### src/rtl/rr_arbiter8.sv
// Eight-way round-robin arbiter with a bounded hold time per grant.
// All outputs are registered; the pointer only advances when a grant is released.
module rr_arbiter8 #(
    parameter int unsigned MAX_HOLD = 8
) (
    input  logic       clk,
    input  logic       rst_n,
    input  logic [7:0] req,
    output logic [7:0] gnt,
    output logic [2:0] gnt_idx,
    output logic       gnt_valid
);

    localparam logic [0:0] ST_IDLE  = 1'b0;
    localparam logic [0:0] ST_GRANT = 1'b1;
    localparam logic [7:0] MAX_HOLD_C = 8'(MAX_HOLD);

    logic [0:0] state_q, state_d;
    logic [2:0] ptr_q, ptr_d;
    logic [7:0] hold_cnt_q, hold_cnt_d;
    logic [7:0] gnt_q, gnt_d;
    logic [2:0] gnt_idx_q, gnt_idx_d;
    logic       gnt_valid_q, gnt_valid_d;

    logic [2:0] release_ptr;
    logic [3:0] hit_cur;
    logic [3:0] hit_rel;

    // Returns {found, index}; scanning from the far end lets the nearest hit win.
    function automatic logic [3:0] rr_search(input logic [7:0] r, input logic [2:0] p);
        logic [3:0] res;
        logic [2:0] k;
        res = '0;
        for (int i = 7; i >= 0; i--) begin
            k = p + 3'(i);
            if (r[k]) res = {1'b1, k};
        end
        return res;
    endfunction

    assign release_ptr = gnt_idx_q + 3'd1;
    assign hit_cur     = rr_search(req, ptr_q);
    assign hit_rel     = rr_search(req, release_ptr);

    always_comb begin
        state_d     = state_q;
        ptr_d       = ptr_q;
        hold_cnt_d  = hold_cnt_q;
        gnt_d       = gnt_q;
        gnt_idx_d   = gnt_idx_q;
        gnt_valid_d = gnt_valid_q;
        case (state_q)
            ST_IDLE: begin
                if (hit_cur[3]) begin
                    state_d     = ST_GRANT;
                    gnt_idx_d   = hit_cur[2:0];
                    gnt_d       = 8'b1 << hit_cur[2:0];
                    gnt_valid_d = 1'b1;
                    hold_cnt_d  = 8'd1;
                end
            end
            ST_GRANT: begin
                if (req[gnt_idx_q] && (hold_cnt_q < MAX_HOLD_C)) begin
                    hold_cnt_d = hold_cnt_q + 8'd1;
                end else begin
                    // Release: the search restarts just past the old holder, so it is seen last.
                    ptr_d = release_ptr;
                    if (hit_rel[3]) begin
                        gnt_idx_d   = hit_rel[2:0];
                        gnt_d       = 8'b1 << hit_rel[2:0];
                        gnt_valid_d = 1'b1;
                        hold_cnt_d  = 8'd1;
                    end else begin
                        state_d     = ST_IDLE;
                        gnt_idx_d   = 3'd0;
                        gnt_d       = 8'd0;
                        gnt_valid_d = 1'b0;
                        hold_cnt_d  = 8'd0;
                    end
                end
            end
            default: begin
                state_d     = ST_IDLE;
                gnt_idx_d   = 3'd0;
                gnt_d       = 8'd0;
                gnt_valid_d = 1'b0;
                hold_cnt_d  = 8'd0;
            end
        endcase
    end

    always_ff @(posedge clk or negedge rst_n) begin
        if (!rst_n) begin
            state_q     <= ST_IDLE;
            ptr_q       <= 3'd0;
            hold_cnt_q  <= 8'd0;
            gnt_q       <= 8'd0;
            gnt_idx_q   <= 3'd0;
            gnt_valid_q <= 1'b0;
        end else begin
            state_q     <= state_d;
            ptr_q       <= ptr_d;
            hold_cnt_q  <= hold_cnt_d;
            gnt_q       <= gnt_d;
            gnt_idx_q   <= gnt_idx_d;
            gnt_valid_q <= gnt_valid_d;
        end
    end

    assign gnt       = gnt_q;
    assign gnt_idx   = gnt_idx_q;
    assign gnt_valid = gnt_valid_q;

endmodule

### config.mk
export PLATFORM = sky130hd
export DESIGN_NAME = rr_arbiter8
export DESIGN_NICKNAME = d
export VERILOG_FILES = /design/src/rtl/rr_arbiter8.sv
export SDC_FILE = /design/constraint.sdc
export NUM_CORES = 1
export LEC_CHECK = 0
export BUFFER_PORTS_ARGS = -buffer_cell sky130_fd_sc_hd__buf_2
export CORE_UTILIZATION = 40
export DETAILED_ROUTE_END_ITERATION = 16
export PLACE_DENSITY = 0.56
export SLEW_MARGIN = 20
export SYNTH_ARGS = -nofsm -noshare
export SYNTH_HDL_FRONTEND = slang
export SYNTH_SLANG_ARGS = --single-unit
### constraint.sdc
create_clock -name clk -period 9.5 [get_ports clk]
set_input_delay 0.95 -clock clk [delete_from_list [all_inputs] [get_ports clk]]
set_output_delay 0.95 -clock clk [all_outputs]
set_load 0.05 [all_outputs]
==> results of run 1 <==
registers in the layout (all words and copies together), names as in the netlist:
| signal | count |
|---|---|
| gnt | 8 |
| gnt_valid | 1 |
| hold_cnt_q | 8 |
| state_q | 1 |
| ptr_q | 3 |
| gnt_idx | 3 |
worst paths after layout:
path	from	endpoint	slack, ns	depth (start not counted)
hold / removal	hold_cnt_q[4]$_DFFE_PN0P_	hold_cnt_q[4]$_DFFE_PN0P_	0.49	1
max in group asynchronous	rst_n	ptr_q[0]$_DFFE_PN0P_	8.48	1
setup reg to reg	ptr_q[0]$_DFFE_PN0P_	gnt[2]$_DFFE_PN0P_	5.43	10
setup / recovery	ptr_q[0]$_DFFE_PN0P_	gnt[2]$_DFFE_PN0P_	5.43	10
hold reg to reg	hold_cnt_q[4]$_DFFE_PN0P_	hold_cnt_q[4]$_DFFE_PN0P_	0.49	1
min in group asynchronous	rst_n	hold_cnt_q[5]$_DFFE_PN0P_	0.65	1
routing by layer:
layer / GRT usage / up-vias / share of wire
met2: 0.3557 / 71 / 0.50
li1: - / 1369 / -
met5: 0 / - / 0
met1: 0.2919 / 1368 / 0.46
met3: 0.01990 / 4 / 0.042
met4: 0.01953 / 0 / 0.0025
layout make-up:
| cell class | count | area, um2 |
|---|---|---|
| fillers | 767 | 4380 |
| multi-input cells | 287 | 2447 |
| flip-flops and latches | 24 | 600.6 |
| repair buffers | 24 | 127.6 |
| well taps | 102 | 127.6 |
| inverters | 14 | 52.55 |
| clock buffers | 3 | 41.29 |
| clock inverters | 1 | 30.03 |
cells in the final DEF (no fill, tap or decap), types with 9 or more instances in the layout:
cell type and count:
buf_2 21, inv_1 13, dfrtp_1 24, nor3_1 9, mux4_2 22, nor2_1 19
mux2_2 18, nand2_1 31, o21ai_0 19, a21oi_1 13, mux2i_1 21, o211ai_1 9
stage by stage:
stage	cells	hold slack (ns)	setup slack (ns)
after floorplan	356	0.4430	5.926
after global placement	451	0.4620	5.400
after detailed placement	451	0.4723	5.390
after CTS	455	0.4924	5.372
after global routing	455	0.5211	4.987
final	455	0.4892	5.425
cells by family after synthesis:
family,synth area share
simple gates,0.1827
compound gates,0.2138
mux,0.2994
buf+inv,0.06564
flops,0.1843
xor+xnor,0.03493
fa+ha+maj,0.01919
worst max-delay path, cell delays in order, from the launching register on:
cell and delay, ns:
dfrtp_1 0.92, inv_1 0.24, ha_1 0.57, mux2_2 0.26, mux2i_1 0.07, a221oi_1 0.53, mux2_2 0.40, a211o_1 0.26
a22oi_2 0.32, nor3b_1 0.11, a211o_1 0.27
synthesized netlist by cell type (4+ instances only):
master / instances
mux2_2: 18
clkbuf_1: 12
ha_1: 5
inv_1: 13
nor2b_1: 8
mux2i_1: 21
a211oi_1: 4
o211ai_1: 9
a22o_1: 7
dfrtp_1: 24
nor3_1: 9
mux4_2: 22
buf_2: 12
nand2_1: 31
nand2b_1: 6
nand3_1: 8
and2_1: 7
o21ai_1: 4
nor2_1: 19
xnor2_1: 4
nand3b_1: 5
o21ai_0: 19
a21oi_1: 13
==> results.yml, run 1 <==
status:
  status: "complete, no violations"
layout:
  drive_gt1_frac: 0.2351
  layout.nets: 369
  post-route-util: 0.4389
  synthToLayoutAreaGrowth_pct: 5.144
  diodes: 0
  fin_area_um2: 3427
floorplanning:
  fp.dieW_um: 92.27
  die_h_um: 92.27
  core-area_um2: 7807
  rows: 32
  io_pins: 22
  dieArea_um2: 8514
  start_util: 0.4175
timing:
  finClkSkew_ns: 0.002534
  setup_tns_ns: 0
  rsz0062_at_grt: "false"
  finalHoldViolCount: 0
  max_slew.worst_pin.slew_ns: 0.8750
  drv_slew: 0
  finalCriticalPeriod_ns: 4.075
  relSlewSlack: 0.4167
  finalSetupViolations: 0
  finalCritPeriodShare: 0.4289
  clock.fmax_mhz: 245.4
synthesis:
  ys_seq_area_frac: 0.1843
  synth_top_area_share: 0.1843
  ys.warnings.count: 0
  synth_flop_cell: "dfrtp_1"
  synth_cell_types: 70
  syn-num-nets: 371
  avgSynthCellArea_um2: 9.156
  synth-edff-count: 0
  yosysTopAreaCell: "dfrtp_1"
  async_flop_share: 1.000
  synth-seq-cells: 24
  syn_area_um2: 3259
  synth_area_leaders: "dfrtp_1 18%, mux4_2 15%, mux2i_1 6.4%"
  postSynthCellCount: 356
setup_path:
  cp-end-kind: "register"
  arrival_ns: 4.24
  critPathMaxFanout: 22
  critical_path_class: "register to register"
  worstSetupStartpointType: "register"
  crit_required_ns: 9.66
clock_tree:
  cts_tree: "yes"
  clkSlewWorstSetupHoldPaths_ns: 0.09
  numCtsBuffers: 3
  clock_latency_ns: 0.27
  clock_path_buffers: 2
  cts_root_buffer: "clkbuf_8"
  cts.sinks: 24
  cts_resized: 0
  htree_levels: 1
  hold_buffers: 0
  cts_setup_buffers: 0
place:
  dp_hpwl_um: 5869
  io_buffers: 21
  place_area_um2: 3353
  gp_congestion: 0.8450
detailed_routing:
  wl_per_cell_um: 18.68
  via_per_inst: 6.180
  drc: 0
  drt-initial-drc-count: 200
  detail-route-antenna-nets: 0
  wl_um: 8500
  first_pass_iters: 4
  dr_total_vias: 2812
job:
  max_cap_violations: 0
global_routing:
  antenna_found_initial: 0
  grt_overflow: 0
  grt_max_degree: 36
  grtUsageTotal: 0.2071
  grt_pass1_wl_um: 14130
  grt_pass1_vias: 2741
worst_hold_path:
  min_path_type: "register to register"
Power of run 1 is not shown: default switching activity piles up to over one toggle a cycle in this logic, so the estimate is an artifact.
==> inputs of run 2 (changes only) <==
Clock period 9.5 ns to 4.1 ns, I/O delays scaled along.
==> results.yml, run 2 (synthesized netlist as in run 1, its figures left out) <==
layout:
  synthToLayoutAreaGrowth_pct: 6.219
  final_common_cell: "nand2_1"
  diodes: 0
  fin_area_um2: 3462
  layout.nets: 374
  register_area_um2: 600.6
  multi_input_area_um2: 2445
  drive_gt1_frac: 0.2430
  fill_cells: 768
  final_cell_mix: "31 x nand2_1, 24 x dfrtp_1, 22 x mux4_2, 21 x mux2i_1, 21 x buf_2"
timing:
  setup_tns_ns: 0
  relSlewSlack: 0.5088
  finalSetupViolations: 0
  finalHoldViolCount: 0
  max_slew.worst_pin.slew_ns: 0.7315
  rsz0062_at_grt: "false"
  finalCritPeriodShare: 0.8465
  clock.fmax_mhz: 288.1
  drv_slew: 0
  whs_ns: 0.1111
  finClkSkew_ns: 0.005930
  finalCriticalPeriod_ns: 3.471
floorplanning:
  core-area_um2: 7807
  fp.dieW_um: 92.27
  start_util: 0.4175
  io_pins: 22
  rows: 32
  die_h_um: 92.27
  dieArea_um2: 8514
global_routing:
  grt_pass1_vias: 2818
  grt_pass1_wl_um: 14280
  grt_max_degree: 35
  antenna_found_initial: 0
  grt_overflow: 0
  grtUsageTotal: 0.2098
setup_path:
  arrival_ns: 3.64
  rrSetupSlack_ns: 0.63
  crit_required_ns: 4.27
  critical_path_class: "register to register"
  critPathMaxFanout: 11
  cp-end-kind: "register"
  worstSetupStartpointType: "register"
status:
  status: "complete, no violations"
clock_tree:
  cts_tree: "yes"
  cts_resized: 0
  htree_levels: 1
  cts_setup_buffers: 0
  hold_buffers: 0
  numCtsBuffers: 3
  clock_path_buffers: 2
  cts_root_buffer: "clkbuf_8"
  clkSlewWorstSetupHoldPaths_ns: 0.09
  clock_latency_ns: 0.27
  cts.sinks: 24
detailed_routing:
  wl_per_cell_um: 18.27
  wl_um: 8406
  dr_total_vias: 2908
  detail-route-antenna-nets: 0
  via_per_inst: 6.322
  first_pass_iters: 4
  drt-initial-drc-count: 157
  drc: 0
job:
  max_cap_violations: 0
place:
  io_buffers: 21
  place_area_um2: 3391
  gp_congestion: 0.8285
  dp_hpwl_um: 6024
worst_hold_path:
  min_path_type: "primary input to asynchronous set/reset pin"
run 2: changes by cell type in the layout (fill, tap and decap cells not counted):
cell and change:
buf_4 +5, ha_1 +1, ha_2 -1
run 2: area by class of cell:
class,count,area share
repair buffers,29,0.04770
multi-input cells,287,0.7062
inverters,14,0.01518
clock buffers,3,0.01193
clock inverters,1,0.008674
well taps,102,0.03686
flip-flops and latches,24,0.1735
run 2: critical path: stages, from the launching register on:
cell	delay, ns
dfrtp_1	0.45
inv_1	0.10
ha_1	0.51
mux2_2	0.25
mux2i_1	0.07
a221oi_1	0.59
mux2_2	0.40
a211o_1	0.27
a22oi_2	0.32
nor3b_1	0.11
a211o_1	0.28
run 2: path summary, 6_finish.rpt:
check                                     startpoint                        end  cells past startpoint
min in group clk           hold_cnt_q[6]$_DFFE_PN0P_  hold_cnt_q[6]$_DFFE_PN0P_                      1
hold / removal                                 rst_n  hold_cnt_q[0]$_DFFE_PN0P_                      1
hold reg to reg            hold_cnt_q[6]$_DFFE_PN0P_  hold_cnt_q[6]$_DFFE_PN0P_                      1
setup / recovery                ptr_q[1]$_DFFE_PN0P_         gnt[2]$_DFFE_PN0P_                     10
max in group asynchronous                      rst_n     gnt_idx[1]$_DFFE_PN0P_                      1
setup reg to reg                ptr_q[1]$_DFFE_PN0P_         gnt[2]$_DFFE_PN0P_                     10
run 2: metal layers:
layer,up-vias,wire length [um],share of wire,GRT usage
met5,-,0,0,0
met4,0,214,0.025,0.06771
met3,14,312,0.037,0.01658
met2,83,4235,0.50,0.3601
met1,1437,3643,0.43,0.2794
li1,1374,-,-,-
run 2: per-stage QoR:
step           cells  setup slack [ns]  utilization
2_1_floorplan    356            0.5260            -
4_1_cts          460            0.6630       0.4434
5_1_grt          460            0.4205       0.4434
3_5_place_dp     456            0.6676       0.4343
3_3_place_gp     456            0.7056       0.4343
6_report         460            0.6292       0.4434
Power of run 2 is left out for the same reason.
==> inputs of run 3 (changes only) <==
Settings changed: ABC_AREA from default to 1.
Clock period 4.1 ns to 3.6 ns, I/O delays scaled along.
==> results.yml, run 3 <==
synthesis:
  synth_most_common_cell: "nand2_1"
  postSynthCellCount: 458
  synth_area_leaders: "nand2_1 30%, dfrtp_1 23%, nand3_1 11%"
  synth_flop_cell: "dfrtp_1"
  synth_cell_types: 33
  synth_commonest_cells: "207 x nand2_1, 59 x nand3_1, 45 x inv_1"
  ys_seq_area_frac: 0.2317
  async_flop_share: 1.000
  yosysTopAreaCell: "nand2_1"
  syn-num-nets: 473
  avgSynthCellArea_um2: 5.660
  ys.warnings.count: 0
  synth-seq-cells: 24
  syn_area_um2: 2592
  synth-edff-count: 0
  synth_top_area_share: 0.2997
clock_tree:
  clock_path_buffers: 2
  cts_tree: "yes"
  cts_setup_buffers: 0
  hold_buffers: 0
  numCtsBuffers: 3
  clock_latency_ns: 0.27
  cts_resized: 0
  htree_levels: 1
  clkSlewWorstSetupHoldPaths_ns: 0.09
  cts_root_buffer: "clkbuf_8"
  cts.sinks: 24
timing:
  rsz0062_at_grt: "false"
  finalSetupViolations: 0
  finClkSkew_ns: 0.005700
  max_slew.worst_pin.slew_ns: 0.5446
  finalCritPeriodShare: 0.8184
  relSlewSlack: 0.6370
  clock.fmax_mhz: 339.4
  finalHoldViolCount: 0
  setup_tns_ns: 0
  finalCriticalPeriod_ns: 2.946
  drv_slew: 0
layout:
  synthToLayoutAreaGrowth_pct: 7.963
  final_common_cell: "nand2_1"
  fill_cells: 681
  drive_gt1_frac: 0.1495
  final_cell_mix: "207 x nand2_1, 59 x nand3_1, 45 x inv_1, 24 x dfrtp_1, 22 x nor2_1"
  layout.nets: 491
  diodes: 0
floorplanning:
  io_pins: 22
  core-area_um2: 6096
  fp.dieW_um: 82.51
  start_util: 0.4253
  die_h_um: 82.51
  rows: 28
  dieArea_um2: 6807
setup_path:
  path_delay_family: "simple AND/OR/NAND/NOR gates"
  critical_path_class: "register to register"
  slowest_stage: "dfrtp_1"
  arrival_ns: 3.15
  worst_path_largest_cell_delay_ns: 0.59
  crit_chain: "inv_2 > ha_1 > inv_1 > nand3_1 > nand3_1 > nand2_1 > nor2_1 > nand3_2 > nand2_1 > nand2_2 > inv_2 > a21oi_1 > a21oi_1"
  crit_buf_inv: 3
  critPathMaxFanout: 15
  worstSetupStartpointType: "register"
  crit_required_ns: 3.80
  cp-end-kind: "register"
detailed_routing:
  via_per_inst: 5.058
  detail-route-antenna-nets: 0
  wl_met1_um: 3414
  drt-initial-drc-count: 106
  dr_total_vias: 2782
  wl_met2_um: 3109
  wl_met3_um: 219
  wl_per_cell_um: 12.50
  first_pass_iters: 4
  top_layer_used: "met4"
  drc: 0
  wl_um: 6875
global_routing:
  grt_max_degree: 25
  grtUsageTotal: 0.2211
  antenna_found_initial: 0
  grt_overflow: 0
  grt_pass1_vias: 2528
  grt_pass1_wl_um: 11520
job:
  max_cap_violations: 0
place:
  io_buffers: 21
  dp_hpwl_um: 5590
  gp_congestion: 0.9301
worst_hold_path:
  min_path_type: "primary input to asynchronous set/reset pin"
status:
  status: "complete, no violations"
==> run 3: changes by cell type after synthesis, sizes merged, moves of 21 or more <==
cell,delta
nand2,+198
nand3,+55
inv,+42
mux4,-23
mux2,-21
mux2i,-21
==> run 3: worst register-to-register path: stages (launching register included) <==
cell and delay, ns:
dfrtp_1 0.59, inv_2 0.18, ha_1 0.45, inv_1 0.18, nand3_1 0.12, nand3_1 0.15, nand2_1 0.10, nor2_1 0.24
nand3_2 0.19, nand2_1 0.12, nand2_2 0.17, inv_2 0.20, a21oi_1 0.07, a21oi_1 0.14
==> run 3: path summary, 6_finish.rpt <==
path,depth (start not counted),endpoint,slack (ns),startpoint
worst min register to register,2,gnt[5]$_DFFE_PN0P_,0.48,gnt[5]$_DFFE_PN0P_
worst max register to register,13,gnt_idx[1]$_DFFE_PN0P_,0.65,ptr_q[0]$_DFFE_PN0P_
max in group asynchronous,1,hold_cnt_q[5]$_DFFE_PN0P_,3.17,rst_n
worst max-delay path,13,gnt_idx[1]$_DFFE_PN0P_,0.65,ptr_q[0]$_DFFE_PN0P_
worst min-delay path,1,gnt[3]$_DFFE_PN0P_,0.06,rst_n
min in group clk,2,gnt[5]$_DFFE_PN0P_,0.48,gnt[5]$_DFFE_PN0P_
==> run 3: metrics by stage <==
stage | instances | cell area, um2 | hold slack [ns] | worst slack (ns) | utilization
detailed placement | 546 | 2728 | 0.3903 | 0.6748 | 0.4475
global route | 550 | 2799 | 0.1143 | 0.3247 | 0.4592
CTS | 550 | 2799 | 0.08351 | 0.6525 | 0.4592
global placement | 546 | 2728 | 0.3856 | 0.6387 | 0.4475
finish | 550 | 2799 | 0.05979 | 0.6538 | 0.4592
floorplan | 458 | 2592 | 0.06441 | 0.8686 | -
==> run 3: kinds of logic after synthesis <==
logic type	Yosys count	synth area share
simple gates	327	0.5512
buf+inv	67	0.1144
compound gates	35	0.07867
flops	24	0.2317
fa+ha+maj	5	0.02413
==> run 3: metal layers <==
metal	global-route usage	vias to the layer above
met1	0.2896	1235
met2	0.3752	51
met3	0.03297	15
met4	0.06379	0
met5	0	-
li1	-	1481
==> run 3: area by class of cell <==
cell class                      count  area, um2  share of cell area
Inverter                           58      225.2             0.08047
Sequential cell                    24      600.6              0.2146
Multi-Input combinational cell    367       1695              0.6057
Timing Repair Buffer               22      112.6             0.04023
Clock inverter                      1      30.03             0.01073
Clock buffer                        3      41.29             0.01475
Tap cell                           75      93.84             0.03353
Power of run 3 is left out for the same reason.
